[config.mk]
export PLATFORM = sky130hd
export DESIGN_NAME = game_input_processor
export DESIGN_NICKNAME = d
export VERILOG_FILES = /design/src/rtl/game_input_pkg.sv /design/src/rtl/input_key_channel.sv /design/src/rtl/game_input_processor.sv
export SDC_FILE = /design/constraint.sdc
export NUM_CORES = 1
export LEC_CHECK = 0
export ABC_AREA = 1
export ABC_CLOCK_PERIOD_IN_PS = 10300
export CAP_MARGIN = 20
export CORE_MARGIN = 2
export CORE_UTILIZATION = 50
export DETAILED_ROUTE_END_ITERATION = 8
export GPL_ROUTABILITY_DRIVEN = 0
export GPL_TIMING_DRIVEN = 0
export PLACE_DENSITY = 0.82
export SYNTH_ARGS = -nofsm -noshare
export SYNTH_HDL_FRONTEND = slang
export SYNTH_SLANG_ARGS = --single-unit
[constraint.sdc]
create_clock -name clk_60Hz_game -period 10.3 [get_ports clk_60Hz_game]
set_input_delay 1.03 -clock clk_60Hz_game [delete_from_list [all_inputs] [get_ports clk_60Hz_game]]
set_output_delay 1.03 -clock clk_60Hz_game [all_outputs]
set_load 0.02 [all_outputs]
[src/rtl/game_input_pkg.sv]
// Shared constants for the game input front-end: key slot order, default
// timing in frames, and the flat player/key index used on every key vector.
package game_input_pkg;

  // Key slot order inside one player's group of the flat vectors.
  typedef enum logic [1:0] {
    KEY_LEFT    = 2'd0,
    KEY_RIGHT   = 2'd1,
    KEY_ATTACK  = 2'd2,
    KEY_CONFIRM = 2'd3
  } key_e;

  localparam int NUM_KEYS = 4;

  // Default timing, all counted in 60 Hz frames.
  localparam int DEFAULT_SYNC_STAGES  = 2;
  localparam int DEFAULT_REPEAT_DELAY = 20;
  localparam int DEFAULT_REPEAT_RATE  = 6;
  localparam int DEFAULT_BUF_FRAMES   = 8;

  // Attack and confirm are buffered by default; movement keys are not.
  localparam logic [NUM_KEYS-1:0] DEFAULT_BUF_MASK = 4'b1100;

  // Position of key k of player p in a flattened key vector.
  function automatic int flat_idx(input int p, input int k, input int keys_per_player);
    return p * keys_per_player + k;
  endfunction

endpackage

[src/rtl/input_key_channel.sv]
// One key of one player: input synchroniser, press/release edge pulses,
// hold counter driving auto-repeat, and an optional frame-aged press buffer.
//
// Buffer handshake: buf_valid rises on the edge that produces the press pulse
// and stays high until the consumer holds buf_ack high at a clock edge while
// buf_valid is high, or until it has been high for BUF_FRAMES cycles. Ack while
// buf_valid is low is ignored. A new press on the same edge as an ack wins:
// buf_valid stays high and the age restarts.
module input_key_channel
  import game_input_pkg::*;
#(
  parameter int SYNC_STAGES  = DEFAULT_SYNC_STAGES,
  parameter int REPEAT_DELAY = DEFAULT_REPEAT_DELAY,
  parameter int REPEAT_RATE  = DEFAULT_REPEAT_RATE,
  parameter int BUF_FRAMES   = DEFAULT_BUF_FRAMES,
  parameter bit BUF_EN       = 1'b1
) (
  input  logic clk_60Hz_game,
  input  logic reset,
  input  logic enable,
  input  logic key_n,
  input  logic buf_ack,
  output logic level,
  output logic press_pulse,
  output logic release_pulse,
  output logic repeat_pulse,
  output logic buf_valid
);

  localparam int HOLD_W = $clog2(REPEAT_DELAY + 1);
  localparam int RATE_W = (REPEAT_RATE < 1) ? 1 : $clog2(REPEAT_RATE + 1);
  localparam int AGE_W  = (BUF_FRAMES < 2) ? 1 : $clog2(BUF_FRAMES);

  localparam logic [HOLD_W-1:0] HOLD_MAX  = HOLD_W'(REPEAT_DELAY);
  localparam logic [HOLD_W-1:0] HOLD_PRE  = HOLD_W'(REPEAT_DELAY - 1);
  localparam logic [RATE_W-1:0] RATE_LAST = RATE_W'(REPEAT_RATE - 1);
  localparam logic [AGE_W-1:0]  AGE_LAST  = AGE_W'(BUF_FRAMES - 1);

  logic [SYNC_STAGES-1:0] sync_q, sync_d;
  logic                   level_q, level_d;
  logic                   press_q, press_d;
  logic                   release_q, release_d;
  logic                   repeat_q, repeat_d;
  logic                   run_q, run_d;
  logic [HOLD_W-1:0]      hold_q, hold_d;
  logic [RATE_W-1:0]      rate_q, rate_d;
  logic                   buf_valid_q, buf_valid_d;
  logic [AGE_W-1:0]       age_q, age_d;

  // The last sync stage is the visible level; its next value is what the
  // edge detector compares against, so pulses line up with level changes.
  assign level_q = sync_q[SYNC_STAGES-1];
  assign level_d = sync_d[SYNC_STAGES-1];

  // Next-state for sync chain, edge pulses, hold/repeat counters and buffer.
  always_comb begin
    sync_d    = sync_q;
    sync_d[0] = ~key_n;
    for (int i = 1; i < SYNC_STAGES; i++) begin
      sync_d[i] = sync_q[i-1];
    end

    press_d   = enable & level_d & ~level_q;
    release_d = enable & ~level_d & level_q;

    // run marks cycles where the key is held and commands are enabled; a
    // 0->1 step of run (press or re-enable while held) is repeat time zero.
    run_d    = enable & level_d;
    hold_d   = '0;
    rate_d   = '0;
    repeat_d = 1'b0;
    if (run_d && run_q) begin
      if (hold_q == HOLD_MAX) begin
        hold_d = hold_q;
        if (REPEAT_RATE != 0) begin
          if (rate_q == RATE_LAST) begin
            repeat_d = 1'b1;
          end else begin
            rate_d = rate_q + 1'b1;
          end
        end
      end else begin
        hold_d = hold_q + 1'b1;
        if ((hold_q == HOLD_PRE) && (REPEAT_RATE != 0)) begin
          repeat_d = 1'b1;
        end
      end
    end

    buf_valid_d = 1'b0;
    age_d       = '0;
    if (BUF_EN && enable) begin
      if (press_d) begin
        buf_valid_d = 1'b1;
      end else if (buf_valid_q && !buf_ack && (age_q != AGE_LAST)) begin
        buf_valid_d = 1'b1;
        age_d       = age_q + 1'b1;
      end
    end
  end

  // State registers; async reset discards any hold or pending buffer.
  always_ff @(posedge clk_60Hz_game or posedge reset) begin
    if (reset) begin
      sync_q      <= '0;
      press_q     <= 1'b0;
      release_q   <= 1'b0;
      repeat_q    <= 1'b0;
      run_q       <= 1'b0;
      hold_q      <= '0;
      rate_q      <= '0;
      buf_valid_q <= 1'b0;
      age_q       <= '0;
    end else begin
      sync_q      <= sync_d;
      press_q     <= press_d;
      release_q   <= release_d;
      repeat_q    <= repeat_d;
      run_q       <= run_d;
      hold_q      <= hold_d;
      rate_q      <= rate_d;
      buf_valid_q <= buf_valid_d;
      age_q       <= age_d;
    end
  end

  assign level         = level_q;
  assign press_pulse   = press_q;
  assign release_pulse = release_q;
  assign repeat_pulse  = repeat_q;
  assign buf_valid     = buf_valid_q;

endmodule

[src/rtl/game_input_processor.sv]
// Multi-player input front-end: one input_key_channel per key of every
// player, all sharing the enable and the game clock. Buffering is enabled per
// key slot by BUF_MASK, identically for every player.
module game_input_processor #(
  parameter int                     NUM_PLAYERS  = 2,
  parameter int                     NUM_KEYS     = game_input_pkg::NUM_KEYS,
  parameter int                     SYNC_STAGES  = game_input_pkg::DEFAULT_SYNC_STAGES,
  parameter int                     REPEAT_DELAY = game_input_pkg::DEFAULT_REPEAT_DELAY,
  parameter int                     REPEAT_RATE  = game_input_pkg::DEFAULT_REPEAT_RATE,
  parameter int                     BUF_FRAMES   = game_input_pkg::DEFAULT_BUF_FRAMES,
  parameter logic [NUM_KEYS-1:0]    BUF_MASK     = game_input_pkg::DEFAULT_BUF_MASK
) (
  input  logic                            clk_60Hz_game,
  input  logic                            reset,
  input  logic                            enable,
  input  logic [NUM_PLAYERS*NUM_KEYS-1:0] keys_n_in,
  output logic [NUM_PLAYERS*NUM_KEYS-1:0] level_out,
  output logic [NUM_PLAYERS*NUM_KEYS-1:0] press_pulse_out,
  output logic [NUM_PLAYERS*NUM_KEYS-1:0] release_pulse_out,
  output logic [NUM_PLAYERS*NUM_KEYS-1:0] repeat_pulse_out,
  output logic [NUM_PLAYERS*NUM_KEYS-1:0] buf_valid_out,
  input  logic [NUM_PLAYERS*NUM_KEYS-1:0] buf_ack_in
);

  import game_input_pkg::*;

  // One independent channel per (player, key) slot.
  for (genvar p = 0; p < NUM_PLAYERS; p++) begin : g_player
    for (genvar k = 0; k < NUM_KEYS; k++) begin : g_key
      localparam int IDX = flat_idx(p, k, NUM_KEYS);

      input_key_channel #(
        .SYNC_STAGES  (SYNC_STAGES),
        .REPEAT_DELAY (REPEAT_DELAY),
        .REPEAT_RATE  (REPEAT_RATE),
        .BUF_FRAMES   (BUF_FRAMES),
        .BUF_EN       (BUF_MASK[k])
      ) u_channel (
        .clk_60Hz_game (clk_60Hz_game),
        .reset         (reset),
        .enable        (enable),
        .key_n         (keys_n_in[IDX]),
        .buf_ack       (buf_ack_in[IDX]),
        .level         (level_out[IDX]),
        .press_pulse   (press_pulse_out[IDX]),
        .release_pulse (release_pulse_out[IDX]),
        .repeat_pulse  (repeat_pulse_out[IDX]),
        .buf_valid     (buf_valid_out[IDX])
      );
    end
  end

endmodule
* Word-level counts from Yosys, hierarchy flattened
Index checks and enable logic that the tools add are counted.
Operators by class: bitwise logic cells 56, mux-type cells 96, eq/ne operators 36, reductions and logical operators 20, $add $sub $neg 20
Operator list (number):
- $mux 3 | 36
- $eq 5x5->1 const B | 16
- $mux 5 | 16
- $mux 1 | 44
- $add 5x1->5 const B | 8
- $add 3x1->3 const B | 12
- $and 1x1->1 | 32
- $eq 3x3->1 const B | 8
- $not 1->1 | 24
- $logic_and 1x1->1 | 16
- $ne 2x2->1 const B | 8
- $ne 3x3->1 const B | 4
- $logic_not 1->1 | 4
Word-level totals: register bits 128, word-level logic and storage cells 292, input bits 19, output and inout bits 40

* Logic depth before layout (Yosys ltp)
depth after elaboration 6, depth in mapped cells 7, mapped depth without buffers 7

* Modules after synthesis
A second synthesis with hierarchy kept.
Unflattened totals: cell total of the unflattened synthesis 681, area, all modules 5900.7 um^2
Modules (own cells, without submodules):
- input_key_channel (g_player[0].g_key[1].u_channel ...) | cells an instance 81, seq. area each 350.3 um^2, instances 3, area an instance 664.4 um^2
- input_key_channel (g_player[0].g_key[3].u_channel ...) | cells an instance 91, seq. area each 450.4 um^2, instances 2, area an instance 810.8 um^2
- input_key_channel (g_player[1].g_key[2].u_channel) | cells an instance 90, seq. area each 450.4 um^2, instances 1, area an instance 820.8 um^2
- input_key_channel (g_player[0].g_key[2].u_channel) | cells an instance 92, seq. area each 450.4 um^2, instances 1, area an instance 818.3 um^2
- input_key_channel (g_player[0].g_key[0].u_channel) | cells an instance 74, seq. area each 350.3 um^2, instances 1, area an instance 646.9 um^2

* Worst setup path before layout
OpenSTA, ideal clock, no wires.
path type input port to flip-flop, start point input port enable, end point register g_player[0].g_key[3].u_channel.age_q[1], path buffers 1, setup slack 8.688 ns, required time 10.229 ns, stages on the path 6, setup time 0.071 ns, data arrival time 1.541 ns, cells stage by stage buf_6 -> nand2_4 -> inv_1 -> nand2_1 -> nand2_1 -> nor2_1
On the way: word-level cells in the longest chain between the ends 4
Ends and longest elaborated chain:
- from (decl) | RTL line game_input_processor.sv:15 | input logic enable,
- $and 1x1->1
- via g_player[0].g_key[3].u_channel.run_d | RTL line input_key_channel.sv:44 | logic run_q, run_d;
- $and 1x1->1 | RTL line input_key_channel.sv:63 | press_d = enable & level_d & ~level_q;
- $mux 3 | RTL line input_key_channel.sv:93 | if (press_d) begin
- $mux 3 | RTL line input_key_channel.sv:92 | if (BUF_EN && enable) begin
- via g_player[0].g_key[3].u_channel.age_d[1] | RTL line input_key_channel.sv:48 | logic [AGE_W-1:0] age_q, age_d;
- to (signal assigned) | RTL line input_key_channel.sv:123 | age_q <= age_d;
- to (decl) | RTL line input_key_channel.sv:48
The timed path passes the listed nets, and every way through them passes these cells. A chain may end at the register's enable or synchronous reset.

* Worst setup path in the final report
start point register g_player[1].g_key[1].u_channel.sync_q[1], end point output port level_out[5]
RTL lines:
- from (decl) | RTL line input_key_channel.sv:39 | logic [SYNC_STAGES-1:0] sync_q, sync_d;
- from (signal assigned) | RTL line input_key_channel.sv:115 | sync_q <= sync_d;
- to (decl) | RTL line game_input_processor.sv:17 | output logic [NUM_PLAYERS*NUM_KEYS-1:0] level_out,
No word-level cell between the ends.

==> metrics.txt <==
Hold Path End=g_player[1].g_key[3].u_channel.sync_q[1]; detailed router's first-iteration violation count=roughly 170; Core Area=11,400 µm²; input/output buffers=50; met2 Use GR=34.8%; initial antenna violation count=0; startpoint types=flip-flop; Tot GR Track Use=19.1%; Final setup viols=0; reg2reg path depth=7; synthesized flop and latch total=roughly 130; Yosys warnings=0; Routed WL=11,100 µm; leakage=3.69 nW; Die Y=112 µm; ys async rst share=100%; Post-Synth Adder-Cell Area=5.13%; main combinational cell family by area after synthesis=simple AND/OR/NAND/NOR gates; most common library cells after synthesis=128 x dfrtp_1, 112 x nand2_1, 97 x inv_1, 97 x nor2_1, 73 x nand3_1; share of cells above drive strength 1=12.0%; Mapped Cells=649; global-route wire length before repair=19,400 µm; RSZ-0062 raised after global routing=false; Initial Util=between 50% and 60%; Post-Syn Area per Cell=around 9 µm²; hold_sp=g_player[1].g_key[3].u_channel.sync_q[0]; row count=39; Max Cap Viol=0; max_slew headroom=61.2%; Most used DFF post-synth=dfrtp_1; Die Width=112 µm; simple-gate area share of the yosys netlist=24.9%; GR met3 Demand/Resource=5.02%; synthesized area=5850 µm²; total iterations of the first detailed-routing run=4; mux contribution to synthesized area=0%; GR Overflow Total=0; FF-to-FF setup slack=a little under 9 ns; GR peak layer=met2; met1 usage=20.9%; Nets=765; crit end category=primary output; crit-path max FO=3; area leader, netlist=dfrtp_1; Avg WL per Cell=12.7 µm; most instantiated library cell after synthesis=dfrtp_1; Synth top area share=54.7%; Antenna Diode Count=0; PD cells=roughly 160 nW/µm²; status=finished, final reports clean; Peak VDD IR=0.0000882 V; Reg clk slew, reported paths=0.05 ns; vias in the first global route=4,565; worst-margin pin slew=between 0.5 and 0.6 ns; Post-synth EDFFs=0; R2R Path Start=g_player[0].g_key[1].u_channel.hold_q[0]; area grow syn2layout=21.9%; total negative setup slack=0 ns; clock skew=0.00617 ns; Post-CTS Hold Buffers=0; Min-Delay Path Class=reg -> reg; Tmin final=2.53 ns; Setup Fix Bufs, Post-CTS=0; pin count of the biggest net entering global routing=66; Hold Fails Final Rpt=0; CP required=9.27 ns; WHS Path Cells=0; via count=approximately 4.4k; period utilization=24.6%; Max H-tree Level=4; I/O Pins=59; clk buf depth=2; post_cts resized=0; Final Total Pwr=1.15 mW; Compound-Gate Fraction of Synth Area=2.27%; fmax=around 390 MHz; DRC=0; CTS Buf Count=17; HPWL Detailed=7540 µm; post-synthesis xor/xnor area fraction=1.20%; RR Endpoint=g_player[0].g_key[1].u_channel.hold_q[3]; die area=12,600 µm²; CP Data Arrival Time=1.50 ns; Clock Sinks=128; Root Driver=clkbuf_16; Synth area leaders=dfrtp_1 55%, nand2_1 7.2%, nand3_1 6.2%, inv_1 6.2%, nor2_1 6.2%; Max Slew Vio Count=0; Antenna Nets Post-Route=0; sequential share of the synthesized area=54.7%; CTS tree=done; vias per inst=roughly 5; WS Path Type=reg -> out; clock latency on the worst-skew pair=0.41 ns; number of distinct library cells after synthesis=25; layout filler cell count=880
-- critical path: stages, from the launching register on --
cell and delay [ns]:
dfrtp_1 0.38, buf_4 0.12, clkdlybuf4s50_1 0.60
-- registers in the layout, summed over array words and instances, names as in the netlist --
signal / cells
g_player.g_key.u_channel.run_q: 8
g_player.g_key.u_channel.buf_valid: 4
g_player.g_key.u_channel.repeat_pulse: 8
g_player.g_key.u_channel.rate_q: 24
g_player.g_key.u_channel.sync_q: 16
g_player.g_key.u_channel.hold_q: 40
g_player.g_key.u_channel.press_pulse: 8
g_player.g_key.u_channel.age_q: 12
g_player.g_key.u_channel.release_pulse: 8
-- final cells by class --
cell class / count / area, µm² / share of cell area (%)
tap: 143 / 179 / 2.51
clock inverter: 6 / 82.6 / 1.16
sequential: 128 / 3200 / 44.9
timing repair buffer: 51 / 528 / 7.40
inverter: 99 / 377 / 5.28
buffer: 42 / 317 / 4.44
clock buffer: 25 / 475 / 6.66
multi-input combinational: 383 / 1970 / 27.7
-- routing by layer --
layer	wire [µm]	part of all wire, %
met1	4480	40
met2	6010	54
met3	385	3.5
met4	218	2.0
met5	0	0
-- stage by stage --
step	setup WS (ns)	cell area [µm²]	instances	hold slack, ns	util (%)
2_1_floorplan	5.86	5860	652	0.375	-
5_1_grt	7.69	7130	877	0.417	62.5
4_1_cts	7.75	7130	877	0.395	62.5
6_report	7.77	7130	877	0.399	62.5
3_3_place_gp	4.29	6540	845	0.389	57.3
3_5_place_dp	7.74	6580	846	0.390	57.6
-- cells in the final DEF (no fill, tap or decap), types with 2 or more instances in the layout --
cell	instances
o21ai_0	15
nor2_8	3
clkbuf_16	17
nor2_1	97
nand2_4	3
nor2_2	2
nor3_1	9
conb_1	4
nand2_1	112
buf_4	40
bufinv_16	2
clkbuf_8	2
nand4_1	12
or2_2	5
inv_2	2
inv_1	96
clkinv_2	3
clkbuf_1	6
nand3_1	73
ha_1	24
xor2_1	7
dfrtp_1	128
clkdlybuf4s50_1	50
nor2_4	3
a21oi_1	10
-- report_power, final --
group          total, mW  internal, mW  switching, mW  leakage (nW)
clock              0.567         0.366          0.201         0.271
combinational     0.0631        0.0266         0.0364          1.69
sequential         0.519         0.513        0.00585          1.73
total               1.15         0.906          0.243          3.69
-- worst max-delay path by stage --
stage | startpoint | cells after the start | to
floorplan | reset | 1 | g_player[0].g_key[0].u_channel.hold_q[0]
global placement | reset | 2 | g_player[0].g_key[2].u_channel.hold_q[3]
detailed placement | enable | 6 | g_player[1].g_key[2].u_channel.age_q[0]
CTS | g_player[1].g_key[1].u_channel.sync_q[1] | 2 | level_out[5]
global route | g_player[1].g_key[1].u_channel.sync_q[1] | 2 | level_out[5]
finish | g_player[1].g_key[1].u_channel.sync_q[1] | 2 | level_out[5]
-- cells by family (layout without fill, tap and decap cells) --
kind of cell,after synthesis,in the layout
AOI/OAI and AO/OA,26,26
and+or+nand+nor,321,321
adders and majority gates,24,24
other,1,4
xor gates and xnor gates,8,8
buffers and inverters,141,223
DFF,128,128
No activity file was read; power rests on OpenSTA's default activity.
